**src/rtl/axppa_pkg.sv**
```systemverilog
// Shared definitions for the three-operand adder pipeline.
//   gp_t        : generate/propagate pair used by the Kogge-Stone prefix network
//   clog2       : ceiling log2, usable in constant expressions
//   ks_levels   : prefix levels needed for a WIDTH+2 bit sum
//   ks_groups   : number of registered prefix groups for a given REG_EVERY
//   pipe_stages : register stages after the input register (CSA + groups + output)
package axppa_pkg;

  typedef struct packed {
    logic g;
    logic p;
  } gp_t;

  function automatic int clog2(input int v);
    int r;
    r = 0;
    while ((1 << r) < v) r++;
    return r;
  endfunction

  function automatic int ks_levels(input int width);
    return clog2(width + 2);
  endfunction

  function automatic int ks_groups(input int width, input int reg_every);
    return (ks_levels(width) + reg_every - 1) / reg_every;
  endfunction

  function automatic int pipe_stages(input int width, input int reg_every);
    return ks_groups(width, reg_every) + 2;
  endfunction

  localparam int DEF_WIDTH     = 16;
  localparam int DEF_REG_EVERY = 2;
  localparam int DEF_LEVELS    = ks_levels(DEF_WIDTH);
  localparam int DEF_STAGES    = pipe_stages(DEF_WIDTH, DEF_REG_EVERY);

endpackage

```
**src/rtl/axppa_three_operand_adder_pipe_if.sv**
```systemverilog
// Streaming bus of the three-operand adder.
//   in_valid/in_ready   : operand beat handshake (a_input, b_input, c_input, approx_en)
//   out_valid/out_ready : result handshake (sum_output WIDTH+2 bits, out_approx mode tag)
//   master : upstream/downstream side (drives operands, out_ready)
//   slave  : adder side
interface axppa_three_operand_adder_pipe_if #(parameter int WIDTH = 16);
  logic             in_valid;
  logic             in_ready;
  logic             approx_en;
  logic [WIDTH-1:0] a_input;
  logic [WIDTH-1:0] b_input;
  logic [WIDTH-1:0] c_input;
  logic             out_valid;
  logic             out_ready;
  logic [WIDTH+1:0] sum_output;
  logic             out_approx;

  modport master (
    output in_valid, approx_en, a_input, b_input, c_input, out_ready,
    input  in_ready, out_valid, sum_output, out_approx
  );

  modport slave (
    input  in_valid, approx_en, a_input, b_input, c_input, out_ready,
    output in_ready, out_valid, sum_output, out_approx
  );
endinterface

```
**src/rtl/axppa_ks_prefix_level.sv**
```systemverilog
// One combinational Kogge-Stone prefix level.
//   gp_in  : group (g,p) pairs from the previous level
//   gp_out : pairs combined with the neighbour DIST bits below
// Bits below DIST already hold their final group value and pass through.
module axppa_ks_prefix_level
  import axppa_pkg::*;
#(
  parameter int WIDTH = 18,
  parameter int DIST  = 1
) (
  input  gp_t [WIDTH-1:0] gp_in,
  output gp_t [WIDTH-1:0] gp_out
);

  for (genvar i = 0; i < WIDTH; i++) begin : g_bit
    if (i >= DIST) begin : g_op
      assign gp_out[i].g = gp_in[i].g | (gp_in[i].p & gp_in[i-DIST].g);
      assign gp_out[i].p = gp_in[i].p & gp_in[i-DIST].p;
    end else begin : g_pass
      assign gp_out[i] = gp_in[i];
    end
  end

endmodule

```
**src/rtl/axppa_three_operand_adder_pipe.sv**
```systemverilog
// Pipelined three-operand adder: CSA 3:2 compression followed by a
// Kogge-Stone prefix adder, with a per-beat lower-part-OR approximate mode.
//   clk   : rising-edge clock
//   reset : synchronous, active-low
//   bus   : slave side of the streaming interface
// Stages: input reg -> CSA reg -> prefix groups (reg every REG_EVERY levels)
// -> output reg. A single global stall freezes every stage together, so
// bubbles stay in place and ordering is trivially preserved.
module axppa_three_operand_adder_pipe
  import axppa_pkg::*;
#(
  parameter int WIDTH       = 16,
  parameter int APPROX_BITS = 4,
  parameter int REG_EVERY   = 2
) (
  input logic clk,
  input logic reset,
  axppa_three_operand_adder_pipe_if.slave bus
);

  localparam int W2     = WIDTH + 2;
  localparam int L      = ks_levels(WIDTH);
  localparam int STAGES = pipe_stages(WIDTH, REG_EVERY);
  localparam logic [W2-1:0] ONE     = W2'(1);
  localparam logic [W2-1:0] LO_MASK = (ONE << APPROX_BITS) - ONE;

  // vld_pipe[0] = input reg, [1] = CSA reg, [2..STAGES-1] = prefix groups,
  // [STAGES] = output reg.
  logic [STAGES:0] vld_pipe;
  logic            stall;
  logic            accept;

  assign stall         = vld_pipe[STAGES] && !bus.out_ready;
  assign bus.in_ready  = reset && !stall;
  assign accept        = bus.in_valid && bus.in_ready;
  assign bus.out_valid = vld_pipe[STAGES];

  always_ff @(posedge clk) begin
    if (!reset)      vld_pipe <= '0;
    else if (!stall) vld_pipe <= {vld_pipe[STAGES-1:0], accept};
  end

  // Input register
  logic [WIDTH-1:0] a_q, b_q, c_q;
  logic             ap0_q;

  always_ff @(posedge clk) begin
    if (!stall) begin
      a_q   <= bus.a_input;
      b_q   <= bus.b_input;
      c_q   <= bus.c_input;
      ap0_q <= bus.approx_en;
    end
  end

  // CSA 3:2. In approximate mode the low K sum bits become a|b|c and the
  // low K carries are dropped, which also zeroes the carry into bit K.
  logic [W2-1:0] a_x, b_x, c_x, s_x, cy_x, s_m, cy_m;

  assign a_x  = W2'(a_q);
  assign b_x  = W2'(b_q);
  assign c_x  = W2'(c_q);
  assign s_x  = a_x ^ b_x ^ c_x;
  assign cy_x = (a_x & b_x) | (a_x & c_x) | (b_x & c_x);
  assign s_m  = ap0_q ? ((s_x & ~LO_MASK) | ((a_x | b_x | c_x) & LO_MASK)) : s_x;
  assign cy_m = ap0_q ? (cy_x & ~LO_MASK) : cy_x;

  logic [W2-1:0] s_q, c_q2;
  logic          ap1_q;

  always_ff @(posedge clk) begin
    if (!stall) begin
      s_q   <= s_m;
      c_q2  <= cy_m << 1;
      ap1_q <= ap0_q;
    end
  end

  // Prefix network. lvl_in[j] feeds level j; the half-sum and mode tag ride
  // along so the final XOR sees matching data.
  gp_t  [W2-1:0] gp1;
  gp_t  [W2-1:0] lvl_in [1:L+1];
  logic [W2-1:0] hs_in  [1:L+1];
  logic          ap_in  [1:L+1];

  for (genvar i = 0; i < W2; i++) begin : g_gp
    assign gp1[i].g = s_q[i] & c_q2[i];
    assign gp1[i].p = s_q[i] ^ c_q2[i];
  end

  assign lvl_in[1] = gp1;
  assign hs_in[1]  = s_q ^ c_q2;
  assign ap_in[1]  = ap1_q;

  for (genvar j = 1; j <= L; j++) begin : g_lvl
    gp_t [W2-1:0] gp_c;

    axppa_ks_prefix_level #(.WIDTH(W2), .DIST(1 << (j-1))) u_lvl (
      .gp_in  (lvl_in[j]),
      .gp_out (gp_c)
    );

    if ((j % REG_EVERY == 0) || (j == L)) begin : g_reg
      gp_t  [W2-1:0] gp_q;
      logic [W2-1:0] hs_q;
      logic          ap_q;

      always_ff @(posedge clk) begin
        if (!stall) begin
          gp_q <= gp_c;
          hs_q <= hs_in[j];
          ap_q <= ap_in[j];
        end
      end

      assign lvl_in[j+1] = gp_q;
      assign hs_in[j+1]  = hs_q;
      assign ap_in[j+1]  = ap_q;
    end else begin : g_comb
      assign lvl_in[j+1] = gp_c;
      assign hs_in[j+1]  = hs_in[j];
      assign ap_in[j+1]  = ap_in[j];
    end
  end

  // Final XOR: bit i sums with the group carry out of bits [i-1:0].
  logic [W2-1:0] g_fin, p_fin;
  logic          unused_p;

  for (genvar i = 0; i < W2; i++) begin : g_fin_bit
    assign g_fin[i] = lvl_in[L+1][i].g;
    assign p_fin[i] = lvl_in[L+1][i].p;
  end
  assign unused_p = ^p_fin;

  logic [W2-1:0] sum_q;
  logic          apo_q;

  always_ff @(posedge clk) begin
    if (!reset) begin
      sum_q <= '0;
      apo_q <= 1'b0;
    end else if (!stall) begin
      sum_q <= hs_in[L+1] ^ (g_fin << 1);
      apo_q <= ap_in[L+1];
    end
  end

  assign bus.sum_output = sum_q;
  assign bus.out_approx = apo_q;

endmodule

```
**src/flat_wrapper.sv**
```systemverilog
// flat-port wrapper written by rule: the top's interface ports become plain ports
module axppa_three_operand_adder_pipe_flat import axppa_pkg::*;
#(
  parameter int WIDTH       = 16,
  parameter int APPROX_BITS = 4,
  parameter int REG_EVERY   = 2
)
  (clk, reset, bus_in_valid, bus_approx_en, bus_a_input, bus_b_input, bus_c_input, bus_out_ready, bus_in_ready, bus_out_valid, bus_sum_output, bus_out_approx);
  axppa_three_operand_adder_pipe_if #(.WIDTH(WIDTH)) bus_i ();
  input logic clk;
  input logic reset;
  input wire logic [$bits(bus_i.in_valid)-1:0] bus_in_valid;
  input wire logic [$bits(bus_i.approx_en)-1:0] bus_approx_en;
  input wire logic [$bits(bus_i.a_input)-1:0] bus_a_input;
  input wire logic [$bits(bus_i.b_input)-1:0] bus_b_input;
  input wire logic [$bits(bus_i.c_input)-1:0] bus_c_input;
  input wire logic [$bits(bus_i.out_ready)-1:0] bus_out_ready;
  output wire logic [$bits(bus_i.in_ready)-1:0] bus_in_ready;
  output wire logic [$bits(bus_i.out_valid)-1:0] bus_out_valid;
  output wire logic [$bits(bus_i.sum_output)-1:0] bus_sum_output;
  output wire logic [$bits(bus_i.out_approx)-1:0] bus_out_approx;
  assign bus_i.in_valid = bus_in_valid;
  assign bus_i.approx_en = bus_approx_en;
  assign bus_i.a_input = bus_a_input;
  assign bus_i.b_input = bus_b_input;
  assign bus_i.c_input = bus_c_input;
  assign bus_i.out_ready = bus_out_ready;
  assign bus_in_ready = bus_i.in_ready;
  assign bus_out_valid = bus_i.out_valid;
  assign bus_sum_output = bus_i.sum_output;
  assign bus_out_approx = bus_i.out_approx;
  axppa_three_operand_adder_pipe #(.WIDTH(WIDTH), .APPROX_BITS(APPROX_BITS), .REG_EVERY(REG_EVERY)) u_core (.clk(clk), .reset(reset), .bus(bus_i));
endmodule
```
**config.mk**
```make
export PLATFORM = sky130hd
export DESIGN_NAME = axppa_three_operand_adder_pipe_flat
export DESIGN_NICKNAME = d
export VERILOG_FILES = /design/src/rtl/axppa_pkg.sv /design/src/rtl/axppa_three_operand_adder_pipe_if.sv /design/src/rtl/axppa_ks_prefix_level.sv /design/src/rtl/axppa_three_operand_adder_pipe.sv /design/src/flat_wrapper.sv
export SDC_FILE = /design/constraint.sdc
export NUM_CORES = 1
export LEC_CHECK = 0
export CAP_MARGIN = 20
export CORE_MARGIN = 5
export CORE_UTILIZATION = 30
export DETAILED_ROUTE_END_ITERATION = 8
export SYNTH_ARGS = -nofsm -noshare
export SYNTH_HDL_FRONTEND = slang
export SYNTH_SLANG_ARGS = --single-unit
export TNS_END_PERCENT = 50
```
**constraint.sdc**
```tcl
create_clock -name clk -period 4.79 [get_ports clk]
set_input_delay 0.958 -clock clk [delete_from_list [all_inputs] [get_ports clk]]
set_output_delay 0.958 -clock clk [all_outputs]
set_load 0.05 [all_outputs]
```
==> key figures, run 1 <==
Route
  – Vias: 3622
  – Detailed Route Iter0 Violations: 182
  – DRC: 0
  – DRT Pass-1 Iters: 4
  – DR WL/cell: 12.8 um
  – Antenna-violating nets left: 0
  – Final wirelength: 11300 um
  – Vias per cell: 4.12

Pwr
  – Leak Pwr: 3.70 nW
  – Power Dens Cells: roughly 500 mW/mm^2
  – Clock Power Share: 36.6%
  – Sequential power share: around 52%
  – Total power draw: ~4.9 mW
  – Sw Ratio: 22.4%
  – P_int: 3.82 mW
  – Psw: ~1.1 mW
  – Maximum VDD drop: 0.241 mV
  – Logic pwr share: 11.1%

Cells and area
  – Area Overhead vs Synth: 24.2%
  – Most frequent cells in the layout: edfxtp_1, clkdlybuf4s50_1, nand2_1
  – Fraction of layout cells with a size suffix above 1: 7.52%
  – # diodes: 0
  – Most frequent standard cell in the layout excluding fill and tap cells: edfxtp_1
  – Finished Layout Cells: approximately 900
  – Final #Nets: 615

Critical path
  – Worst EP required: 3830 ps
  – WS Path Type: primary input to primary output
  – Worst-path fanout max: 74
  – CP Launch Type: primary input
  – Worst EP arrival: 2940 ps
  – CP Capture Type: primary output

Timing
  – Final hold vios: 0
  – Worst Tran Pin Value: 988 ps
  – Final Cycle Share: 81.4%
  – Max Clk Rate: between 200 and 300 MHz
  – Clock skew: 5.71 ps
  – Setup Viol. Count Final: 0
  – Slew headroom: 34.1%
  – Max-slew violations: 0
  – Final worst slack: 892 ps
  – RSZ-0062 raised after global routing: no
  – Hold slack: 416 ps
  – Post-layout minimum cycle time: 3900 ps
  – Setup_tns: 0 ps

Floorplan
  – Die height: 173 um
  – Rows: 59
  – # IOs: 74
  – Initial core utilization: 30.4%
  – Die Width: 173 um
  – Core Footprint: 0.0261 sq mm
  – Die footprint: slightly below 0.03 sq mm

GRT
  – Total global-route track usage: 7.58%
  – Initial antenna violation count: 0
  – Vias in the first global route: 3793
  – Total grt overflow: 0
  – First-pass GRT wire length: 19100 um
  – Largest net degree at the start of global routing: 83

Clock tree
  – Post-CTS Resized: 0
  – CTS buffer count: 24
  – Clock Tree Root: clkbuf_16
  – H-tree Lvls: 1
  – Total clock sinks: 221
  – TritonCTS clock tree: yes
  – Post-CTS Setup Bufs: 0
  – Clock Tree Buf Depth: 3
  – Clock Latency Late Sink: 490 ps
  – Clock slew at reported path FFs: 50 ps
  – Hold-fix buffers, CTS: 0

Placement
  – GPL Wtd Cong: 0.743
  – DP Worst Slack: 894 ps
  – Port Buf Inserts: 73
  – Post-Place Cells: 836
  – HPWL Detailed: 7440 um

Job
  – Reported max-cap violation count: 0

Yosys
  – Sequential element share of the synthesized area: 80.6%
  – Yosys cell types: 24
  – Cell taking the most area after synthesis: edfxtp_1
  – Share of the synthesized area in the top cell type: 74.3%
  – Synth top area cells: edfxtp_1, dfxtp_1, fa_1
  – #FFs+latches synth: 221
  – Syn_area_per_cell: 18.3 sq um
  – Yosys warns: 0
  – Synthesized Nets: 521
  – Post-Synthesis Cells: 433
  – Cell area after synthesis: 0.00792 sq mm

Outcome
  – Outcome: finished, final reports clean

Worst hold path
  – Worst min-delay path category: flop to flop
-- final cells by class --
cell class	count	area (sq um)
fill	2387	16200
sequential	221	6390
multi-input combinational	192	1430
timing repair buffer	76	753
clock buffer	30	654
tap	335	419
clock inverter	14	146
inverter	12	52.6
-- power by group through the flow --
| stage | Sequential (mW) | Clock (mW) | Combinational (mW) |
|---|---|---|---|
| 2_1_floorplan | 2.72 | 0 | 0.219 |
| 5_1_grt | 2.61 | 1.94 | 0.604 |
| 3_3_place_gp | 2.60 | 0 | 0.548 |
| 6_report | 2.57 | 1.80 | 0.548 |
| 3_5_place_dp | 2.62 | 0 | 0.554 |
| 4_1_cts | 2.58 | 1.87 | 0.557 |
-- final timing paths --
check	startpoint	end	slack (ps)	cells past startpoint
worst min register to register	u_core.g_lvl[4].g_reg.gp_q[25]	u_core.g_fin[12]	420	0
worst max register to register	u_core.vld_pipe[5]	u_core.a_q[12]	2720	3
worst min-delay path	u_core.g_lvl[4].g_reg.gp_q[25]	u_core.g_fin[12]	420	0
worst max-delay path	bus_out_ready	bus_in_ready	890	5
-- cells by family after synthesis --
group                      Yosys count  synth area share, %
DFF                                221                 80.6
AOI/OAI and AO/OA                   84                 6.19
and+or+nand+nor                     58                 3.16
adders and majority gates           35                 7.04
buffers and inverters               20                 1.34
xor gates and xnor gates            15                 1.66
-- critical path: stages --
cell and delay [ps]:
clkdlybuf4s50_1 460, nor2b_4 330, inv_8 200, and2_1 250
clkdlybuf4s50_1 700
-- state kept, by name, summed over array words and instances, names as in the netlist --
signal                   flops
u_core.a_q                  16
u_core.ap0_q                 1
u_core.ap1_q                 1
u_core.b_q                  16
u_core.bus.out_approx        1
u_core.bus.sum_output       18
u_core.c_q                  16
u_core.c_q2                 16
u_core.g_fin                16
u_core.g_lvl.g_reg.ap_q      3
u_core.g_lvl.g_reg.gp_q     44
u_core.g_lvl.g_reg.hs_q     51
u_core.s_q                  16
u_core.vld_pipe              6
-- routing by layer --
| layer | up-vias | wire, um | track usage (%) |
|---|---|---|---|
| li1 | 1802 | - | - |
| met1 | 1702 | 5080 | 10.1 |
| met2 | 92 | 5280 | 12.2 |
| met3 | 26 | 535 | 1.51 |
| met4 | 0 | 349 | 3.17 |
| met5 | - | 0 | 0 |
-- metrics by stage --
| step | cell area, sq um | utilization, % |
|---|---|---|
| 2_1_floorplan | 7920 | - |
| 3_3_place_gp | 9040 | 34.7 |
| 3_5_place_dp | 9040 | 34.7 |
| 4_1_cts | 9840 | 37.8 |
| 5_1_grt | 9840 | 37.8 |
| 6_report | 9840 | 37.8 |
-- synth_stat cells, drive strengths merged --
| master | count |
|---|---|
| and4 | 2 |
| and2 | 1 |
| fa | 16 |
| edfxtp | 196 |
| a21oi | 28 |
| inv | 12 |
| nand2 | 37 |
| a21o | 15 |
| nor2b | 5 |
| xnor2 | 15 |
| a31oi | 3 |
| buf | 8 |
| o21ai | 27 |
| o21a | 1 |
| ha | 19 |
| nor2 | 13 |
| o22a | 1 |
| a21boi | 9 |
| dfxtp | 25 |
(Power assumes the default switching activity.)
==> run 2, diff against run 1 <==
clock period = 3.36 ns   (was 4.79 ns; I/O delays follow)
==> run 2 against run 1 <==
Utilization barely moved. Setup slack got worse by 260 ps. Hold slack better by 1.3 ps. Critical path type unchanged. Largest cell class unchanged. Largest power group unchanged.
==> key figures, run 2 (synthesized netlist as in run 1, its figures left out) <==
Timing
  – Slew headroom: 42.7% (+8.6 points)
  – RSZ-0062 raised after global routing: no
  – Max-slew violations: 0 (unchanged)
  – Worst Tran Pin Value: 859 ps (-129 ps)
  – Final hold vios: 0 (unchanged)
  – Setup Viol. Count Final: 0 (unchanged)
  – Max Clk Rate: 366 MHz
  – Final Cycle Share: 81.2%
  – Setup_tns: 0 ps (unchanged)
  – Final worst slack: 631 ps (-260 ps)
  – Clock skew: 6.63 ps (+0.913 ps)
  – Post-layout minimum cycle time: 2730 ps
  – Hold slack: 417 ps (+1.26 ps)

Critical path
  – Crit path launch: bus_out_ready
  – Worst EP required: 2690 ps (-1140 ps)
  – Delay-heaviest family, CP: buffers and inverters
  – Worst-path fanout max: 33 (-55%)
  – Crit path cell chain: clkdlybuf4s50_1, nor2b_4, inv_8, and2_1, buf_12
  – Reg2Reg Capture Point: u_core.b_q[14]
  – Worst reg2reg path depth: 3 (unchanged)
  – Worst EP arrival: 2060 ps (-880 ps)
  – CP Capture Type: primary output
  – Crit-path slowest cell: clkdlybuf4s50_1
  – FF-to-FF Start: u_core.vld_pipe[5]
  – CP Launch Type: primary input
  – Crit path buf inv count: 3 (unchanged)
  – Worst path max stage delay: 450 ps (-250 ps)
  – Setup slack, reg-to-reg: 1560 ps (-1160 ps)
  – WS Path Type: primary input to primary output
  – CP Depth: 5 (unchanged)

Cells and area
  – Most frequent standard cell in the layout excluding fill and tap cells: edfxtp_1
  – Final #Nets: 614 (-0.16%)
  – Area Overhead vs Synth: 24.2% (about the same)
  – Max reg flops: 51 (unchanged)
  – Biggest register: u_core.g_lvl.g_reg.hs_q
  – Design area: 0.00984 sq mm (about the same)
  – Fraction of layout cells with a size suffix above 1: 8.12% (+0.60 points)
  – Most frequent cells in the layout: edfxtp_1, clkdlybuf4s50_1, nand2_1
  – # diodes: 0 (unchanged)

Floorplan
  – Die height: 173 um (unchanged)
  – Rows: 59 (unchanged)
  – # IOs: 74 (unchanged)
  – Die Width: 173 um (unchanged)
  – Core Footprint: 0.0261 sq mm (unchanged)
  – Initial core utilization: 30.4% (unchanged)
  – Die footprint: 0.0298 sq mm (unchanged)

Route
  – DRT Pass-1 Iters: 4 (unchanged)
  – Vias per cell: 4.11 (-0.16%)
  – Vias: 3604 (-0.50%)
  – Antenna-violating nets left: 0 (unchanged)
  – DRC: 0 (unchanged)
  – Detailed Route Iter0 Violations: 218 (+20%)
  – DR WL/cell: 12.9 um (+1.1%)
  – Final wirelength: 11300 um (+0.74%)

Worst hold path
  – Hold EP: u_core.g_lvl[4].g_reg.hs_q[5]
  – Worst min-delay path category: flop to flop
  – Min-Delay Path Depth: 0 (unchanged)
  – Worst hold start: u_core.g_lvl[2].g_reg.hs_q[5]

Placement
  – HPWL Detailed: 7560 um (+1.7%)
  – DP Worst Slack: 615 ps (-279 ps)
  – Post-DP Area: 0.00906 sq mm (+0.25%)
  – Port Buf Inserts: 73 (unchanged)
  – GPL Wtd Cong: 0.771 (+3.7%)

Clock tree
  – Clock Tree Root: clkbuf_16
  – Clock Latency Late Sink: 490 ps (about the same)
  – H-tree Lvls: 1 (unchanged)
  – Post-CTS Setup Bufs: 0 (unchanged)
  – Post-CTS Resized: 0 (unchanged)
  – Total clock sinks: 221 (unchanged)
  – Clock Tree Buf Depth: 3 (unchanged)
  – TritonCTS clock tree: yes
  – Hold-fix buffers, CTS: 0 (unchanged)
  – Clock slew at reported path FFs: 60 ps (about the same)
  – CTS buffer count: 23 (-4.2%)

GRT
  – First-pass GRT wire length: 19200 um (+0.40%)
  – Initial antenna violation count: 0 (unchanged)
  – Largest net degree at the start of global routing: 176 (+110%)
  – Total global-route track usage: 7.67% (+0.092 points)
  – Vias in the first global route: 3887 (+2.5%)
  – Total grt overflow: 0 (unchanged)

Pwr
  – Maximum VDD drop: 0.401 mV (+66%)
  – Power Dens Cells: 710 mW/mm^2 (+42%)
  – Leak Pwr: 3.70 nW (about the same)

Outcome
  – Outcome: finished, final reports clean

Job
  – Reported max-cap violation count: 0 (unchanged)
==> run 2: final cells by class <==
type / instances / area, sq um
fillers: 2375 / 16200
flip-flops and latches: 221 / 6390
multi-input cells: 192 / 1430
repair buffers: 76 / 776
clock buffers: 25 / 583
well taps: 335 / 419
clock inverters: 16 / 191
inverters: 12 / 52.6
==> run 2: metal layers <==
metal	part of all wire, %	up-vias	GRT usage, %
met3	4.5	21	1.62
li1	-	1797	-
met1	45	1712	10.0
met5	0	-	0
met2	48	74	12.6
met4	2.2	0	2.94
==> run 2: worst max-delay path by stage <==
stage                               end  slack, ps
after floorplan           u_core.a_q[0]        760
after global placement     bus_in_ready        620
after detailed placement   bus_in_ready        620
after CTS                  bus_in_ready        610
after global routing       bus_in_ready        580
final                      bus_in_ready        630
==> run 2: power breakdown <==
| part | leakage [nW] | internal (mW) | total [mW] | switching, mW |
|---|---|---|---|---|
| Clock | 0.380 | 1.57 | 2.53 | 0.962 |
| Combinational | 0.999 | 0.331 | 0.783 | 0.452 |
| Sequential | 2.32 | 3.51 | 3.67 | 0.162 |
| Total | 3.70 | 5.41 | 6.98 | 1.58 |
==> run 2: through the flow <==
stage / cells / util, % / total power [mW]
after floorplan: 433 / - / 4.18
final: 877 / 37.8 / 6.98
after CTS: 877 / 37.8 / 7.09
after detailed placement: 836 / 34.8 / 4.53
after global routing: 877 / 37.8 / 7.32
after global placement: 836 / 34.8 / 4.50
